**src/rtl/regfile_wb_pkg.sv**
```systemverilog
// Shared definitions for the register-file writeback arbiter.
// Used by regfile_wb_arbiter and wb_starve_counter.
// Contents: address/data widths, the r0 constant, the writeback request
// record and the grant encoding.
package regfile_wb_pkg;

    localparam int unsigned            REG_ADDR_W = 5;
    localparam int unsigned            DATA_W     = 32;
    localparam logic [REG_ADDR_W-1:0]  REG_ZERO   = '0;

    // One writeback request: destination register plus data.
    typedef struct packed {
        logic [REG_ADDR_W-1:0] addr;
        logic [DATA_W-1:0]     data;
    } wb_req_t;

    typedef enum logic [1:0] {
        GNT_NONE,
        GNT_A,
        GNT_B
    } wb_grant_t;

endpackage

```
**src/rtl/wb_starve_counter.sv**
```systemverilog
// Saturating starvation counter for the low-priority writeback requester.
// Counts consecutive refused cycles and raises force_a_o once the count
// reaches STARVE_LIMIT; it stays there until cleared.
// Ports:
//   clk        clock, posedge
//   rst_n      asynchronous active-low reset (count -> 0)
//   clr_i      clear the count (requester granted or idle)
//   inc_i      requester refused this cycle
//   force_a_o  count has reached STARVE_LIMIT
module wb_starve_counter
    import regfile_wb_pkg::*;
#(
    parameter int unsigned STARVE_LIMIT = 3,
    parameter int unsigned CNT_W        = 4
) (
    input  logic clk,
    input  logic rst_n,
    input  logic clr_i,
    input  logic inc_i,
    output logic force_a_o
);

    localparam logic [CNT_W-1:0] LIMIT = CNT_W'(STARVE_LIMIT);

    logic [CNT_W-1:0] cnt_q;
    logic [CNT_W-1:0] cnt_d;

    always_comb begin
        cnt_d = cnt_q;
        if (clr_i) begin
            cnt_d = '0;
        end else if (inc_i && (cnt_q != LIMIT)) begin
            cnt_d = cnt_q + 1'b1;
        end
    end

    always_ff @(posedge clk or negedge rst_n) begin
        if (!rst_n) begin
            cnt_q <= '0;
        end else begin
            cnt_q <= cnt_d;
        end
    end

    assign force_a_o = (cnt_q == LIMIT);

endmodule

```
**src/rtl/regfile_wb_arbiter.sv**
```systemverilog
// Register-file writeback arbiter.
// Shares the single register-file write port between the ALU pipe (A) and
// the load pipe (B). B has fixed priority; A is forced through after being
// refused STARVE_LIMIT consecutive cycles. The write port is registered
// (latency 1) and writes to r0 are dropped.
// Optional macro REGFILE_WB_BYPASS_EN: enables the same-cycle read bypass
// of the write in flight; otherwise the bypass outputs are tied to zero.
// Ports:
//   clk, rst_n                 clock / async active-low reset
//   a_valid/a_ready/a_reg/a_data  ALU writeback request handshake
//   b_valid/b_ready/b_reg/b_data  load writeback request handshake
//   wr_en/wr_reg/wr_data       registered register-file write port
//   rd_reg1/rd_reg2            read selects compared for bypass
//   byp_hit1/byp_hit2/byp_data bypass match flags and data
module regfile_wb_arbiter
    import regfile_wb_pkg::*;
#(
    parameter int unsigned STARVE_LIMIT = 3,
    parameter int unsigned CNT_W        = 4
) (
    input  logic                  clk,
    input  logic                  rst_n,
    input  logic                  a_valid,
    output logic                  a_ready,
    input  logic [REG_ADDR_W-1:0] a_reg,
    input  logic [DATA_W-1:0]     a_data,
    input  logic                  b_valid,
    output logic                  b_ready,
    input  logic [REG_ADDR_W-1:0] b_reg,
    input  logic [DATA_W-1:0]     b_data,
    output logic                  wr_en,
    output logic [REG_ADDR_W-1:0] wr_reg,
    output logic [DATA_W-1:0]     wr_data,
    input  logic [REG_ADDR_W-1:0] rd_reg1,
    input  logic [REG_ADDR_W-1:0] rd_reg2,
    output logic                  byp_hit1,
    output logic                  byp_hit2,
    output logic [DATA_W-1:0]     byp_data
);

    logic      force_a;
    wb_grant_t grant;
    wb_req_t   win;

    logic                  wr_en_q,   wr_en_d;
    logic [REG_ADDR_W-1:0] wr_reg_q,  wr_reg_d;
    logic [DATA_W-1:0]     wr_data_q, wr_data_d;

    wb_starve_counter #(
        .STARVE_LIMIT (STARVE_LIMIT),
        .CNT_W        (CNT_W)
    ) u_starve (
        .clk       (clk),
        .rst_n     (rst_n),
        .clr_i     (~a_valid | a_ready),
        .inc_i     (a_valid & ~a_ready),
        .force_a_o (force_a)
    );

    // B wins unless A is both waiting and starved; at most one ready.
    assign b_ready = b_valid & ~(force_a & a_valid);
    assign a_ready = a_valid & (~b_valid | force_a);

    always_comb begin
        grant = GNT_NONE;
        win   = '0;
        if (b_ready) begin
            grant = GNT_B;
            win   = '{addr: b_reg, data: b_data};
        end else if (a_ready) begin
            grant = GNT_A;
            win   = '{addr: a_reg, data: a_data};
        end
    end

    // An accepted write to r0 completes the handshake but leaves the
    // write port idle with its previous select/data.
    always_comb begin
        wr_en_d   = 1'b0;
        wr_reg_d  = wr_reg_q;
        wr_data_d = wr_data_q;
        if ((grant != GNT_NONE) && (win.addr != REG_ZERO)) begin
            wr_en_d   = 1'b1;
            wr_reg_d  = win.addr;
            wr_data_d = win.data;
        end
    end

    always_ff @(posedge clk or negedge rst_n) begin
        if (!rst_n) begin
            wr_en_q   <= 1'b0;
            wr_reg_q  <= '0;
            wr_data_q <= '0;
        end else begin
            wr_en_q   <= wr_en_d;
            wr_reg_q  <= wr_reg_d;
            wr_data_q <= wr_data_d;
        end
    end

    assign wr_en   = wr_en_q;
    assign wr_reg  = wr_reg_q;
    assign wr_data = wr_data_q;

`ifdef REGFILE_WB_BYPASS_EN
    assign byp_hit1 = wr_en_q & (rd_reg1 == wr_reg_q) & (rd_reg1 != REG_ZERO);
    assign byp_hit2 = wr_en_q & (rd_reg2 == wr_reg_q) & (rd_reg2 != REG_ZERO);
    assign byp_data = wr_data_q;
`else
    logic unused_rd;
    assign unused_rd = ^{rd_reg1, rd_reg2};
    assign byp_hit1  = 1'b0;
    assign byp_hit2  = 1'b0;
    assign byp_data  = '0;
`endif

endmodule

```
**config.mk**
```make
export PLATFORM = sky130hd
export DESIGN_NAME = regfile_wb_arbiter
export DESIGN_NICKNAME = d
export VERILOG_FILES = /design/src/rtl/regfile_wb_pkg.sv /design/src/rtl/wb_starve_counter.sv /design/src/rtl/regfile_wb_arbiter.sv
export SDC_FILE = /design/constraint.sdc
export NUM_CORES = 1
export LEC_CHECK = 0
export CORE_UTILIZATION = 36
export DETAILED_ROUTE_END_ITERATION = 16
export PLACE_DENSITY = 0.82
export SYNTH_ARGS = -nofsm -noshare
export SYNTH_HDL_FRONTEND = slang
export SYNTH_SLANG_ARGS = --single-unit
```
**constraint.sdc**
```tcl
create_clock -name clk -period 2.7 [get_ports clk]
set_input_delay 0.27 -clock clk [delete_from_list [all_inputs] [get_ports clk]]
set_output_delay 0.27 -clock clk [all_outputs]
set_load 0.02 [all_outputs]
```
==> flow_summary.toml <==
[power]
p_clk_share_pct = 23.0
ir_drop_v = 0.000243
p_total_mw = 1.77
power.density_nw_per_um2 = 495
p_leak_nw = 1.66
switchingPower_mw = 0.514
seq_power_share_pct = 41.9
sw_frac_of_total_pct = 29.1
combPwrFrac_pct = 35.1
p_int_mw = 1.25

[route]
ant_nets = 0
num_vias = 1823
drc = 0
routed_wl_um = 5610
dr.pass1.iters = 4
avgRoutedWirePerCell_um = 14.6
drtIter0Drc = 29
vias_per_cell = 4.75

[clock_network]
cts_buffers = 5
cts_sinks = 42
cts_tree = "built"
clk_pin_slew_worst_paths_ns = 0.07
cts_root_buf = "clkbuf_8"
htreeDepth = 2
cts_buffer_depth = 2
cts_hold_buffers = 0
clock_latency_ns = 0.29

[worst_setup_path]
path_max_fanout = 3
critPathLaunchType = "flop"
arrival_ns = 2.11
cp-end-kind = "primary output"
cp.required_ns = 2.43
crit_type = "reg2out"

[global_route]
met2_usage_pct = 31.7
grtUsageTotal_pct = 16.6
grtUsageMet3_pct = 4.97
grt_pass1_wl_um = 9280
antenna_found_initial = 0
gr-total-overflow = 0
grt_pass1_vias = 1938
grtUsageMet1_pct = 18.2
grt_max_degree = 43
grt_busiest_layer = "met2"

[layout]
layout.nets = 395
antenna_cells = 0
finalInstanceArea_um2 = 3560
instances_no_fill = 384
drive_gt1_share_pct = 16.6
fillCellCount = 552
largest_register_ffs = 32
area_growth_pct = 49.9
final_core_util_pct = 56.1

[sta]
fin_ws_ns = 0.323
finalMaxSlewViolations = 0
whs_ns = 0.120
fin_crit_sh_pct = 88.0
max_slew_margin_pct = 38.2
hold_viol_final = 0
setup_tns_ns = 0
rsz0062_at_grt = "false"
setup_viol = 0
period_needed_ns = 2.38
finalClockSkew_ns = 0.00735
worst_pin_slew_ns = 0.927
fmax_ghz = 0.421

[floorplanning]
die_area_um2 = 6940
die_w_um = 83.3
coreArea_um2 = 6350
num_rows = 29
die_h_um = 83.3
ios = 162
start_util_pct = 37.5

[synthesis]
synth_warnings = 0
synth_seq_cells = 42
avgSynthCellArea_um2 = 12.7
ys_seq_area_share_pct = 44.2
synth_area_um2 = 2380
synth_cell_types = 28
synthCells = 188

[run]
maxCapViolations = 0

[worst_hold_path]
hp-class = "in2async"

[placement]
gp_congestion = 0.683
dpl_cell_area_um2 = 3470
io_buffer_count = 117
pre_cts_ws_ns = 0.328
dp.cells = 376
dp_hpwl_um = 4330

[outcome]
status = "finished clean"
[worst paths after layout]
kind | startpoint | to | slack [ns] | depth (start not counted)
worst min register to register | u_starve.cnt_q[0]$_DFFE_PN0P_ | u_starve.cnt_q[0]$_DFFE_PN0P_ | 0.48 | 1
worst max register to register | u_starve.cnt_q[0]$_DFFE_PN0P_ | wr_data[24]$_DFFE_PN0P_ | 0.56 | 7
min in group clk | u_starve.cnt_q[0]$_DFFE_PN0P_ | u_starve.cnt_q[0]$_DFFE_PN0P_ | 0.48 | 1
worst min-delay path | rst_n | wr_data[30]$_DFFE_PN0P_ | 0.12 | 1
worst max-delay path | u_starve.cnt_q[0]$_DFFE_PN0P_ | a_ready | 0.32 | 5
max in group asynchronous | rst_n | wr_data[8]$_DFFE_PN0P_ | 2.00 | 1
[power by group through the flow]
stage / logic [mW] / registers [mW] / clock network (mW)
floorplan: 0.268 / 0.839 / 0
global placement: 0.616 / 0.747 / 0
detailed placement: 0.625 / 0.752 / 0
CTS: 0.627 / 0.741 / 0.426
global route: 0.658 / 0.751 / 0.459
finish: 0.620 / 0.740 / 0.406
[cells by family (layout without fill, tap and decap cells)]
| family | count (synthesis) | in the layout | share of synthesized area (%) |
|---|---|---|---|
| xor gates and xnor gates | 2 | 2 | 0.737 |
| other | 1 | 34 | 0.158 |
| and+or+nand+nor | 12 | 12 | 2.95 |
| buffers and inverters | 53 | 139 | 16.1 |
| AOI/OAI and AO/OA | 45 | 45 | 16.3 |
| adders and majority gates | 1 | 1 | 0.526 |
| DFF | 42 | 42 | 44.2 |
| muxes | 32 | 32 | 19.1 |
[routing by layer]
layer | wire [um] | up-vias
met1 | 2170 | 891
met2 | 2980 | 86
li1 | - | 842
met4 | 20 | 0
met5 | 0 | -
met3 | 443 | 4
[synth_stat cells]
library cell / n / area, um^2
o21ai_0: 4 / 20.0
a22oi_1: 4 / 30.0
mux2_4: 25 / 375
ha_1: 1 / 12.5
clkbuf_1: 2 / 7.51
or3b_2: 1 / 8.76
o2bb2ai_4: 1 / 27.5
o21ai_1: 1 / 5.00
or2_1: 1 / 6.26
inv_1: 8 / 30.0
mux2_2: 7 / 78.8
dlygate4sd1_1: 2 / 17.5
or4_4: 1 / 11.3
xor2_1: 1 / 8.76
nor3b_1: 1 / 7.51
buf_2: 1 / 5.00
nor2_1: 5 / 18.8
a22o_1: 32 / 280
a221oi_1: 1 / 8.76
or4_1: 1 / 7.51
a21oi_1: 1 / 5.00
conb_1: 1 / 3.75
buf_6: 6 / 67.6
dfrtp_1: 42 / 1050
a221o_1: 1 / 10.0
buf_4: 34 / 255
xnor2_1: 1 / 8.76
nand3_1: 2 / 10.0
[area by class of cell]
cell class                 count  area (um^2)  share of cell area [%]
timing repair buffer         123         1210                    34.0
multi-input combinational    126         1080                    30.4
sequential                    42         1050                    29.5
tap                           77         96.3                    2.70
clock buffer                   7         86.3                    2.42
inverter                       8         30.0                   0.842
clock inverter                 1         5.00                   0.140
[layout by cell type, fill, tap and decap left out, drive strengths merged]
cell           netlist  routed
a221o                1       1
ha                   1       1
a22oi                4       4
mux2                32      32
xnor2                1       1
clkbuf               2       7
or4                  2       2
nor2                 5       5
or2                  1       1
a221oi               1       1
a21oi                1       1
clkinv               0       1
nor3b                1       1
dfrtp               42      42
clkdlybuf4s50        0     116
a22o                32      32
o21ai                5       5
buf                 41       7
o2bb2ai              1       1
or3b                 1       1
conb                 1      34
nand3                2       2
xor2                 1       1
inv                  8       8
[repair_timing]
| action | 4_1_cts | 5_1_grt |
|---|---|---|
| buffers inserted | 0 | 0 |
| gates resized for setup | 0 | 1 |
| endpoints found under the setup margin | 0 | 1 |
[worst max-delay path, cell delays in order, from the launching register on]
cell and delay [ns]:
dfrtp_1 0.40, ha_1 0.24, nor3b_2 0.19, o21ai_1 0.29, inv_1 0.12, clkdlybuf4s50_1 0.57
Power figures use the tool's default switching activity.
